==> config.mk <==
export PLATFORM = sky130hd
export DESIGN_NAME = dsp_simd_result_collector
export DESIGN_NICKNAME = d
export VERILOG_FILES = /design/src/rtl/dsp_simd_pkg.sv /design/src/rtl/dsp_simd_result_fifo.sv /design/src/rtl/dsp_simd_result_collector.sv
export SDC_FILE = /design/constraint.sdc
export NUM_CORES = 1
export LEC_CHECK = 0
export ABC_AREA = 1
export CAP_MARGIN = 20
export CORE_ASPECT_RATIO = 0.7
export CORE_MARGIN = 4
export CORE_UTILIZATION = 25
export CTS_BUF_LIST = sky130_fd_sc_hd__clkbuf_16
export DETAILED_ROUTE_END_ITERATION = 12
export HOLD_SLACK_MARGIN = 0.08
export PLACE_DENSITY = 0.45
export SLEW_MARGIN = 10
export SYNTH_ARGS = -nofsm -noshare
export SYNTH_HDL_FRONTEND = slang
export SYNTH_SLANG_ARGS = --single-unit
==> constraint.sdc <==
create_clock -name clock_i -period 2.11 [get_ports clock_i]
set_input_delay 0.633 -clock clock_i [delete_from_list [all_inputs] [get_ports clock_i]]
set_output_delay 0.633 -clock clock_i [all_outputs]
set_load 0.02 [all_outputs]
==> src/rtl/dsp_simd_pkg.sv <==
// Shared widths and the result record for the SIMD DSP result collector.
package dsp_simd_pkg;
  localparam int LANE_A_W = 10;
  localparam int LANE_B_W = 9;
  localparam int LANE_Z_W = 19;
  localparam int PROD_W   = 16;

  typedef struct packed {
    logic [1:0]          err;
    logic [2*PROD_W-1:0] data;
  } result_t;
endpackage

==> src/rtl/dsp_simd_result_fifo.sv <==
// Synchronous result FIFO with occupancy count; pointers carry an extra wrap bit.
module dsp_simd_result_fifo
  import dsp_simd_pkg::*;
#(
  parameter int DEPTH = 4,
  localparam int AW = $clog2(DEPTH)
) (
  input  logic    clk,
  input  logic    rst_n,
  input  logic    push,
  input  result_t wdata,
  input  logic    pop,
  output result_t rdata,
  output logic [AW:0] count,
  output logic    empty
);
  localparam logic [AW:0] PTR_ONE = (AW+1)'(1);

  result_t     mem [DEPTH];
  logic [AW:0] wptr, rptr;
  logic        full, do_pop;

  assign empty  = (wptr == rptr);
  assign full   = (wptr[AW] != rptr[AW]) && (wptr[AW-1:0] == rptr[AW-1:0]);
  assign count  = wptr - rptr;
  assign do_pop = pop && !empty;
  assign rdata  = empty ? '0 : mem[rptr[AW-1:0]];

  always_ff @(posedge clk or negedge rst_n) begin
    if (!rst_n) begin
      wptr <= '0;
      rptr <= '0;
      for (int i = 0; i < DEPTH; i++) mem[i] <= '0;
    end else begin
      if (push) begin
        mem[wptr[AW-1:0]] <= wdata;
        wptr <= wptr + PTR_ONE;
      end
      if (do_pop) rptr <= rptr + PTR_ONE;
    end
  end

  // The upstream credit check must make this unreachable.
  assert property (@(posedge clk) disable iff (!rst_n) !(push && full));
endmodule

==> src/rtl/dsp_simd_result_collector.sv <==
// Issue/collect wrapper for two DSP lanes in SIMD unsigned 8x8 multiply mode.
// Tracks issued pairs through the DSP latency and queues products behind a credit check.
module dsp_simd_result_collector
  import dsp_simd_pkg::*;
#(
  parameter int DSP_LATENCY = 1,
  parameter int FIFO_DEPTH  = 4
) (
  input  logic                clock_i,
  input  logic                reset_n_i,
  input  logic                op_valid_i,
  output logic                op_ready_o,
  input  logic [7:0]          op_a0_i,
  input  logic [7:0]          op_b0_i,
  input  logic [7:0]          op_a1_i,
  input  logic [7:0]          op_b1_i,
  output logic [LANE_A_W-1:0] dsp_a0_o,
  output logic [LANE_B_W-1:0] dsp_b0_o,
  output logic [LANE_A_W-1:0] dsp_a1_o,
  output logic [LANE_B_W-1:0] dsp_b1_o,
  input  logic [LANE_Z_W-1:0] dsp_z0_i,
  input  logic [LANE_Z_W-1:0] dsp_z1_i,
  output logic                res_valid_o,
  input  logic                res_ready_i,
  output logic [2*PROD_W-1:0] res_data_o,
  output logic [1:0]          res_err_o
);
  localparam int CW = $clog2(FIFO_DEPTH) + 1;

  logic [DSP_LATENCY-1:0] vpipe;
  logic [CW-1:0]          count, inflight;
  logic [CW:0]            credit_used;
  logic                   fire, capture, empty;
  result_t                wr_res, rd_res;

  assign dsp_a0_o = {{(LANE_A_W-8){1'b0}}, op_a0_i};
  assign dsp_b0_o = {{(LANE_B_W-8){1'b0}}, op_b0_i};
  assign dsp_a1_o = {{(LANE_A_W-8){1'b0}}, op_a1_i};
  assign dsp_b1_o = {{(LANE_B_W-8){1'b0}}, op_b1_i};

  always_comb begin
    inflight = '0;
    for (int i = 0; i < DSP_LATENCY; i++) inflight = inflight + CW'(vpipe[i]);
  end

  // Credits count both queued and in-flight results, so a capture never meets a full FIFO.
  assign credit_used = {1'b0, count} + {1'b0, inflight};
  assign op_ready_o  = credit_used < (CW+1)'(FIFO_DEPTH);
  assign fire        = op_valid_i && op_ready_o;
  assign capture     = vpipe[DSP_LATENCY-1];

  always_ff @(posedge clock_i or negedge reset_n_i) begin
    if (!reset_n_i) vpipe <= '0;
    else            vpipe <= DSP_LATENCY'({vpipe, fire});
  end

  assign wr_res.err  = {|dsp_z1_i[LANE_Z_W-1:PROD_W], |dsp_z0_i[LANE_Z_W-1:PROD_W]};
  assign wr_res.data = {dsp_z1_i[PROD_W-1:0], dsp_z0_i[PROD_W-1:0]};

  dsp_simd_result_fifo #(
    .DEPTH(FIFO_DEPTH)
  ) u_fifo (
    .clk   (clock_i),
    .rst_n (reset_n_i),
    .push  (capture),
    .wdata (wr_res),
    .pop   (res_ready_i),
    .rdata (rd_res),
    .count (count),
    .empty (empty)
  );

  assign res_valid_o = !empty;
  assign res_data_o  = rd_res.data;
  assign res_err_o   = rd_res.err;
endmodule
Yosys cells after proc, flatten, opt, wreduce, memory -nomap -nowiden
Index checks and enable logic that the tools add are counted.
Widths: inputs -> output; s select.
- equal/unequal tests: 1
- multiplexer cells: 7
- bitwise operators: 2
- $add $sub $neg: 4
- reduce and logical (&&, ||, !) cells: 6
- $lt $le $gt $ge: 4
- operators by type and width (kind ; number):
    $bwmux 136 ; 1
    $mux 34 ; 4
    $bmux 34 s2 ; 1
    $demux 34 s2 ; 1
    $add 3x1->3 const B ; 2
    $ge 3x3->1 const B ; 2
    $not 2->3 ; 2
    $reduce_or 3->1 ; 2
    $add 3x1->4 ; 1
    $lt 4x3->1 const B ; 1
    $eq 3x3->1 ; 1
    $logic_and 1x1->1 ; 3
    $lt 3x1->1 const B ; 1
    $sub 3x3->3 ; 1
    $logic_not 1->1 ; 1
- output and inout bits: 74
- bits of input ports: 74
- register bits after elaboration: 143
- logic and storage cells: 35

Logic depth before layout (Yosys ltp)
Gate-level depths: netlist (run 1).
- word-level depth: 6
- gate-level depth with buffers: 10
- mapped depth without buffers: 8

By module
A second synthesis (run 1) with hierarchy kept.
- cell total of the unflattened synthesis: 938
- area, all modules: 7201.9 um2
- modules (own cells, without submodules) (module ; area each (um2) ; cells each ; times used ; seq. area each (um2)):
    dsp_simd_result_fifo ; 6827.8 ; 885 ; 1 ; 3553.4
    dsp_simd_result_collector ; 374.1 ; 53 ; 1 ; 25.0

Worst setup path after synthesis (run 1)
Ideal clock, no wire load.
- kind: register to output
- start: register u_fifo.rptr[1]
- end: output port res_data_o[10]
- cell stages (with the launch flop): 11
- slack: -0.450 ns
- path buffers: 3
- data arrival time: 1.927 ns
- data required time: 1.477 ns
- cells stage by stage: dfrtp_1 buf_2 clkinv_1 buf_2 ha_1 nand2_1 inv_1 nand3_4 inv_2 buf_6 a21oi_1
- longest elaborated chain between the ends: 5
- ends and longest elaborated chain (item ; RTL line ; source):
    start, declared ; dsp_simd_result_fifo.sv:20 ; logic [AW:0] wptr, rptr;
    start signal, assigned ; dsp_simd_result_fifo.sv:39 ; if (do_pop) rptr <= rptr + PTR_ONE;
    $not 2->3 (not written as such) ; dsp_simd_result_fifo.sv:27 ; assign rdata = empty ? '0 : mem[rptr[AW-1:0]];
    $bmux 34 s2 ; dsp_simd_result_fifo.sv:27 ;
    $mux 34 (not written as such) (2 in a row) ; dsp_simd_result_fifo.sv:27 ;
    $mux 34 * ; dsp_simd_result_fifo.sv:27 ;
    end, declared ; dsp_simd_result_collector.sv:25 ; output logic [2*PROD_W-1:0] res_data_o,
Every way passes the cells marked *; elsewhere a longest branch is shown, timed or not. The select of a mux whose other input is x is not followed.

Worst setup path after layout (run 1)
- start: register u_fifo.rptr[0]
- end: output port res_data_o[15]
The elaborated chain is that of the path after synthesis.

==> metrics.txt, run 1 <==
status complete, but fails checks; Cells after DPL roughly 1300; # diodes 0; most frequent cells in the layout nand2_1 (347), dfrtp_1 (142), o21ai_0 (137); Detail Placement HPWL 12200 µm; Via density around 4.2; Yosys Warn Count 0; Final setup viols 36; Die H ~150 µm; endpoints failing hold 0; buffer and inverter count on the worst path 4; nets 1092; DRC viols 0; Area Overhead vs Synth 35.6%; first-pass GRT wire length 33100 µm; CTS sink cnt 143; CP Capture Type output port; Startpoint Class flip-flop; Max-Cap Viols 0; max-slew violations 0; fraction of layout cells with a size suffix above 1 17.3%; worst setup margin -0.468 ns; Max Clock Skew about 0.0057 ns; CP max FO 6; initial core utilization between 20 and 30%; Reg2Reg Depth 10; antenna violations before repair 0; LEAKAGE between 4 and 5 nW; post-synthesis cell type count 21; Final period util 122%; post-route cell area 0.00978 mm²; vias between 5000 and 6000; Overall Power 19.2 mW; Crit Reg-Reg Endpoint u_fifo.rptr[1]; violated checks negative setup slack; vias in the first global route roughly 5700; Initial DRC Count 442; Post-Route WL 20600 µm; pwr dens 1970 mW/mm²; chain of cells forming the critical path buf_8 -> buf_12 -> bufbuf_16 -> nand2_1 -> nand3_1 -> a21oi_4 -> buf_6; die width between 200 and 250 µm; pre-CTS WS -0.499 ns; GP Congestion 0.695; Overflow after GRT 0; clock buffer depth 2; clk root buf clkbuf_16; Worst R2R Setup Slack 0.40 ns; core area approximately 0.028 mm²; CP Data Required Time 1.48 ns; # IOs 148; clock latency on the worst-skew pair 0.42 ns; fin util 34.8%; WS Path Type flip-flop to output port; VDD IR-drop max 0.945 mV; mean post-synth cell area 7.67 µm²; Final min period 2.58 ns; Hold Slack between 0.1 and 0.15 ns; GRT Total Usage 13.6%; Worst R2R Start u_fifo.rptr[0]; Avg WL per Cell 14.8 µm; Crit path max-delay family buffers and inverters; Reg clk slew, reported paths 0.06 ns; total CTS buffers 17; Gate Count Post-Synth ~940; Hold Path Class input port to async pin; commonest non-fill, non-tap cell in the layout nand2_1; RSZ-0062 raised after global routing yes; Rows about 50; fin cells 1394; slowest stage delay, CP 0.45 ns; register area share after synthesis 49.6%; Port Buffers 77; CTS tree yes; Synth Register Bits 143; Mapped Area 0.00721 mm²; Post-Route Setup TNS -15.15 ns; placed instance area 0.00878 mm²; largest net degree at the start of global routing 66; htree depth 4; DRT Pass-1 Iters 5; die area between 0.03 and 0.04 mm²; post-cts hold buffer count 0; max frequency just under 400 MHz; Critical Path Slowest Stage Cell dfrtp_2; Worst EP arrival just under 2 ns; Routed Antenna Nets 0
==> where the power goes <==
part	internal (mW)	switching, mW
Combinational	5.29	6.21
Clock	1.71	1.20
Sequential	4.13	0.693
==> worst max-delay path by stage <==
stage                         from             end  slack, ns  depth (start not counted)
floorplan           u_fifo.rptr[1]  res_data_o[10]      -0.06                         10
global placement    u_fifo.wptr[0]      op_ready_o      -0.49                          8
detailed placement  u_fifo.rptr[1]  res_data_o[15]      -0.50                          9
CTS                 u_fifo.rptr[1]   res_data_o[2]      -0.52                          9
global route        u_fifo.rptr[1]   res_data_o[2]      -0.56                          9
finish              u_fifo.rptr[0]  res_data_o[15]      -0.47                          7
==> registers in the layout (all words and copies together) (netlist names) <==
name / count
capture: 1
u_fifo.mem: 136
u_fifo.rptr: 3
u_fifo.wptr: 3
==> layout make-up <==
| cell class | count | area (µm²) |
|---|---|---|
| clock buffers | 17 | 425 |
| well taps | 371 | 464 |
| multi-input cells | 590 | 3040 |
| flip-flops and latches | 143 | 3580 |
| clock inverters | 15 | 129 |
| repair buffers | 136 | 1650 |
| inverters | 121 | 479 |
| repair inverters | 1 | 11.3 |
| fillers | 2956 | 18400 |
==> layer usage <==
layer,routed length [µm],GRT usage (%),up-vias
li1,-,-,3001
met1,10600,20.1,2730
met2,9080,20.2,120
met3,829,2.96,10
met4,163,3.30,0
met5,0,0,-
==> kinds of logic (layout without fill, tap and decap cells) <==
group / count (synthesis) / in the layout / synth area share, %
simple gates: 402 / 402 / 22.0
buf+inv: 213 / 290 / 14.7
compound gates: 171 / 171 / 11.9
flops: 143 / 143 / 49.6
fa+ha+maj: 8 / 8 / 1.49
xor+xnor: 3 / 3 / 0.364
other cells: 1 / 6 / 0.0520
==> synthesized netlist by cell type <==
master	count	area, µm²
fa_1	1	20.0
xor2_1	3	26.3
inv_2	2	7.51
nand3b_1	2	15.0
clkinv_1	1	3.75
nand3_1	41	205
buf_2	22	110
nor2_1	3	11.3
clkbuf_1	10	37.5
buf_4	47	353
o21ai_0	137	686
buf_6	6	67.6
a21oi_1	34	170
inv_1	118	443
clkbuf_2	7	35.0
nand2_2	1	6.26
nand2_1	354	1330
nand3_4	1	17.5
ha_1	7	87.6
conb_1	1	3.75
dfrtp_1	143	3580
==> repair_timing <==
action                     4_1_cts  5_1_grt
setup buffers                   13        1
pin swaps                        9        2
gates cloned                     6        0
gates resized for setup        242        5
setup endpoints to repair       36       36
No activity file was read; power rests on OpenSTA's default activity.
==> inputs of run 2 (changes only) <==
CORE_MARGIN = default   (was 4)
CTS_CLUSTER_SIZE = 20   (was default)
SKIP_CTS_REPAIR_TIMING = 1   (was default)
==> run 2 against run 1 <==
Net effect: the run still ends with negative setup slack left; first-iteration DRC count rose by 1.1%; global-route usage rose by 0.41 points; sequential power barely moved.
==> metrics.txt, run 2 (synthesis results as in run 1) <==
Final setup viols 36; Hold Slack 0.132 ns; violated checks negative setup slack; core area approximately 0.028 mm²; slowest stage delay, CP 0.39 ns; Detail Placement HPWL 12900 µm; Final period util 122%; VDD IR-drop max 0.796 mV; Max-Cap Viols 0; buffer and inverter count on the worst path 5; # diodes 0; Largest regs u_fifo.mem x136, u_fifo.rptr x3, u_fifo.wptr x3; # IOs ~150; clk root buf clkbuf_16; Via density 4.19; CTS tree yes; DRC viols 0; most flop-heavy register u_fifo.mem; nets 1093; antenna violations before repair 0; die area 0.0295 mm²; CTS sink cnt roughly 140; clock buffer depth 2; crit path launch u_fifo.rptr[1]; Crit Reg-Reg Endpoint u_fifo.rptr[1]; Overflow after GRT 0; max reg flops 136; vias 5849; fin util 34.7%; Post-Route WL 19900 µm; max-slew violations 0; Avg WL per Cell 14.3 µm; Hold Path Class input port to async pin; clock latency on the worst-skew pair about 0.42 ns; fraction of layout cells with a size suffix above 1 approximately 18%; first-pass GRT wire length 31600 µm; LEAKAGE 4.85 nW; htree depth 4; max frequency 388 MHz; endpoints failing hold 0; CP Data Required Time 1.48 ns; CP Capture Type output port; Die H 144 µm; Port Buffers 77; Reg2Reg Depth 11; largest net degree at the start of global routing 45; CP max FO 9; initial core utilization 25.7%; RSZ-0062 raised after global routing yes; Area Overhead vs Synth 35.0%; Crit path max-delay family buffers and inverters; Overall Power roughly 19 mW; Final min period 2.58 ns; total CTS buffers 17; WS Path Type flip-flop to output port; worst setup margin -0.469 ns; GRT Total Usage 14.0%; die width 205 µm; Worst EP arrival 1.95 ns; Worst R2R Start u_fifo.rptr[1]; GP Congestion 0.714; Max Clock Skew 0.00781 ns; Reg clk slew, reported paths 0.06 ns; chain of cells forming the critical path clkinv_4 -> ha_4 -> nand2_2 -> inv_2 -> nand3_4 -> clkinv_8 -> buf_12 -> a21oi_4 -> buf_4; Post-Route Setup TNS -14.53 ns; Startpoint Class flip-flop; pwr dens 1960 mW/mm²; DRT Pass-1 Iters 5; commonest non-fill, non-tap cell in the layout nand2_1; status complete, but fails checks; vias in the first global route 5659; Critical Path Slowest Stage Cell dfrtp_2; Initial DRC Count around 450; most frequent cells in the layout nand2_1 (349), dfrtp_1 (140), o21ai_0 (137); Worst R2R Setup Slack about 0.42 ns; Routed Antenna Nets 0; Rows 51
==> run 2: cell count changes in the layout (fill, tap and decap cells not counted), sizes merged <==
cell,change
inv,-4
bufinv,+3
clkbuf,+3
clkinvlp,+3
bufbuf,-2
clkinv,-2
==> run 2: final cells by class <==
cell class              instances  area [µm²]
inverters                     121         479
clock buffers                  17         425
flip-flops and latches        143        3580
clock inverters                15         219
multi-input cells             590        3010
well taps                     371         464
repair buffers                137        1550
fillers                      2974       18300
repair inverters                1        11.3
==> run 2: metrics by stage <==
step | setup WS [ns] | instances | instance area (µm²)
4_1_cts | -0.987 | 1381 | 9510
3_3_place_gp | -0.504 | 1349 | 8860
5_1_grt | -0.567 | 1395 | 9740
3_5_place_dp | -0.504 | 1349 | 8860
6_report | -0.469 | 1395 | 9740
2_1_floorplan | -0.0594 | 946 | 7650
==> run 2: report_power, final <==
| group | switching, mW | internal [mW] | leakage (nW) |
|---|---|---|---|
| Clock | 1.24 | 2.09 | 0.299 |
| Combinational | 6.00 | 4.91 | 2.82 |
| Sequential | 0.694 | 4.14 | 1.73 |
| Total | 7.93 | 11.1 | 4.85 |
==> run 2: routing by layer <==
metal,routed length (µm),track usage [%]
met1,10500,20.2
met2,8450,20.7
met3,778,3.33
met4,162,3.98
met5,0,0
==> run 2: worst max path at each step <==
stage	cells past startpoint	slack, ns	end
floorplan	10	-0.06	res_data_o[10]
global placement	7	-0.50	op_ready_o
detailed placement	7	-0.50	op_ready_o
CTS	7	-0.99	op_ready_o
global route	8	-0.57	op_ready_o
finish	9	-0.47	res_data_o[30]
==> run 2: worst reg2reg max path, cell delays in order (launching register included) <==
cell	delay, ns
dfrtp_2	0.39
clkinv_4	0.07
ha_4	0.26
nand2_2	0.05
inv_2	0.06
nand3_4	0.15
buf_6	0.17
buf_4	0.12
buf_4	0.12
nand2_1	0.10
nand2_1	0.06
nand2_1	0.07
==> inputs of run 3 (changes only) <==
CORE_UTILIZATION = 29   (was 25)
PLACE_DENSITY = 0.51   (was 0.45)
==> run 3 against run 2 <==
Net effect: the flow still finishes with violations (negative setup slack); wire length up 1.2%; worst setup slack better by 0.0089 ns; utilization up 4.6 points; count of clock-buffer cells in the layout unchanged; total power down 2.5%; final cell count down 5.0%; clock power down 13%; non-clock buffer count down 20; sequential power about the same; register-to-register slack about the same.
==> metrics.txt, run 3 (synthesis results as in run 1) <==
GRT Total Usage 15.3%; antenna violations before repair 0; Max Clock Skew just over 0.006 ns; max reg flops 136; clk root buf clkbuf_16; clock latency on the worst-skew pair 0.42 ns; htree depth 4; first-pass GRT wire length 30300 µm; CP max FO 5; DRC viols 0; Initial DRC Count 495; Overflow after GRT 0; # diodes 0; core area 0.0240 mm²; Rows 47; fin util 39.3%; LEAKAGE 4.74 nW; Post-Route WL 20200 µm; worst setup margin -0.460 ns; Area Overhead vs Synth 30.8%; Die H 134 µm; WS Path Type flip-flop to output port; total CTS buffers 17; GP Congestion 0.735; violated checks negative setup slack; nets 1077; status complete, but fails checks; Final setup viols 36; CP Data Required Time 1.48 ns; endpoints failing hold 0; clock buffer depth 2; VDD IR-drop max 0.898 mV; RSZ-0062 raised after global routing yes; met2 WL 8430 µm; Post-Route Setup TNS -14.42 ns; most flop-heavy register u_fifo.mem; Final min period 2.57 ns; Via density 4.43; # fillers ~2500; vias 5876; CP Capture Type output port; vias in the first global route 5434; DRT Pass-1 Iters 5; # IOs 148; WL met1 10600 µm; Final period util 122%; Max-Cap Viols 0; max frequency 389 MHz; CTS tree yes; largest net degree at the start of global routing 55; most frequent cells in the layout nand2_1 (349), dfrtp_1 (142), o21ai_0 (137); die width 191 µm; commonest non-fill, non-tap cell in the layout nand2_1; highest metal used met4; met3 WL 981 µm; Routed Antenna Nets 0; Detail Placement HPWL 11700 µm; Avg WL per Cell 15.2 µm; Storage cell area 0.00358 mm²; max-slew violations 0; die area 0.0255 mm²; pwr dens 1970 mW/mm²; Port Buffers 77; Startpoint Class flip-flop; Worst EP arrival 1.94 ns; area of the multi-input gates 0.00300 mm²; Reg clk slew, reported paths ~0.060 ns; Hold Path Class input port to async pin; CTS sink cnt approximately 140; initial core utilization 30.1%; fraction of layout cells with a size suffix above 1 16.1%; Largest regs u_fifo.mem x136, u_fifo.rptr x3, u_fifo.wptr x3
run 3: changes by cell type in the layout (fill, tap and decap cells not counted), sizes merged:
cell	change
buf	-21
clkinv	+5
inv	+4
bufinv	-3
clkinvlp	-3
clkbuf	+1
run 3: worst paths after layout:
check | from | to | slack, ns | depth (start not counted)
max | u_fifo.rptr[1] | res_data_o[9] | -0.46 | 9
min | reset_n_i | u_fifo.mem[74] | 0.11 | 1
max reg2reg | u_fifo.rptr[1] | u_fifo.rptr[0] | 0.42 | 11
min reg2reg | u_fifo.mem[72] | u_fifo.mem[72] | 0.48 | 2
max in group asynchronous | reset_n_i | u_fifo.mem[91] | 1.33 | 2
min in group clock_i | u_fifo.mem[72] | u_fifo.mem[72] | 0.48 | 2
run 3: critical path, stage by stage, from the launching register on:
cell and delay [ns]:
dfrtp_1 0.41, clkinv_4 0.09, ha_4 0.24, nand2_2 0.06, inv_2 0.04, nand3_4 0.08
buf_12 0.20, clkinv_16 0.10, a21oi_4 0.11, clkbuf_2 0.17
run 3: layer usage:
metal	global-route usage, %	up-vias
met3	3.56	10
met4	3.87	0
met1	23.5	2774
met2	21.4	134
met5	0	-
li1	-	2958
run 3: area by class of cell:
type	count	share of cell area (%)
clock buffer	17	4.51
clock inverter	14	1.35
inverter	121	5.23
multi-input combinational	590	31.8
sequential	143	38.0
tap	318	4.22
timing repair buffer	117	13.9
timing repair inverter	5	1.09
run 3: stage by stage:
step	std cells	setup slack [ns]	cell area (µm²)	hold slack (ns)	total power [mW]
4_1_cts	1312	-0.987	9100	0.106	17.4
6_report	1325	-0.460	9430	0.110	18.6
5_1_grt	1325	-0.578	9430	0.118	20.0
2_1_floorplan	946	-0.0594	7650	0.337	11.5
3_3_place_gp	1281	-0.491	8540	0.465	14.4
3_5_place_dp	1281	-0.523	8540	0.473	14.5
run 3: power by group:
part,internal [mW],switching (mW)
clock network,1.71,1.18
registers,4.14,0.706
logic,4.58,6.29
total,10.4,8.17
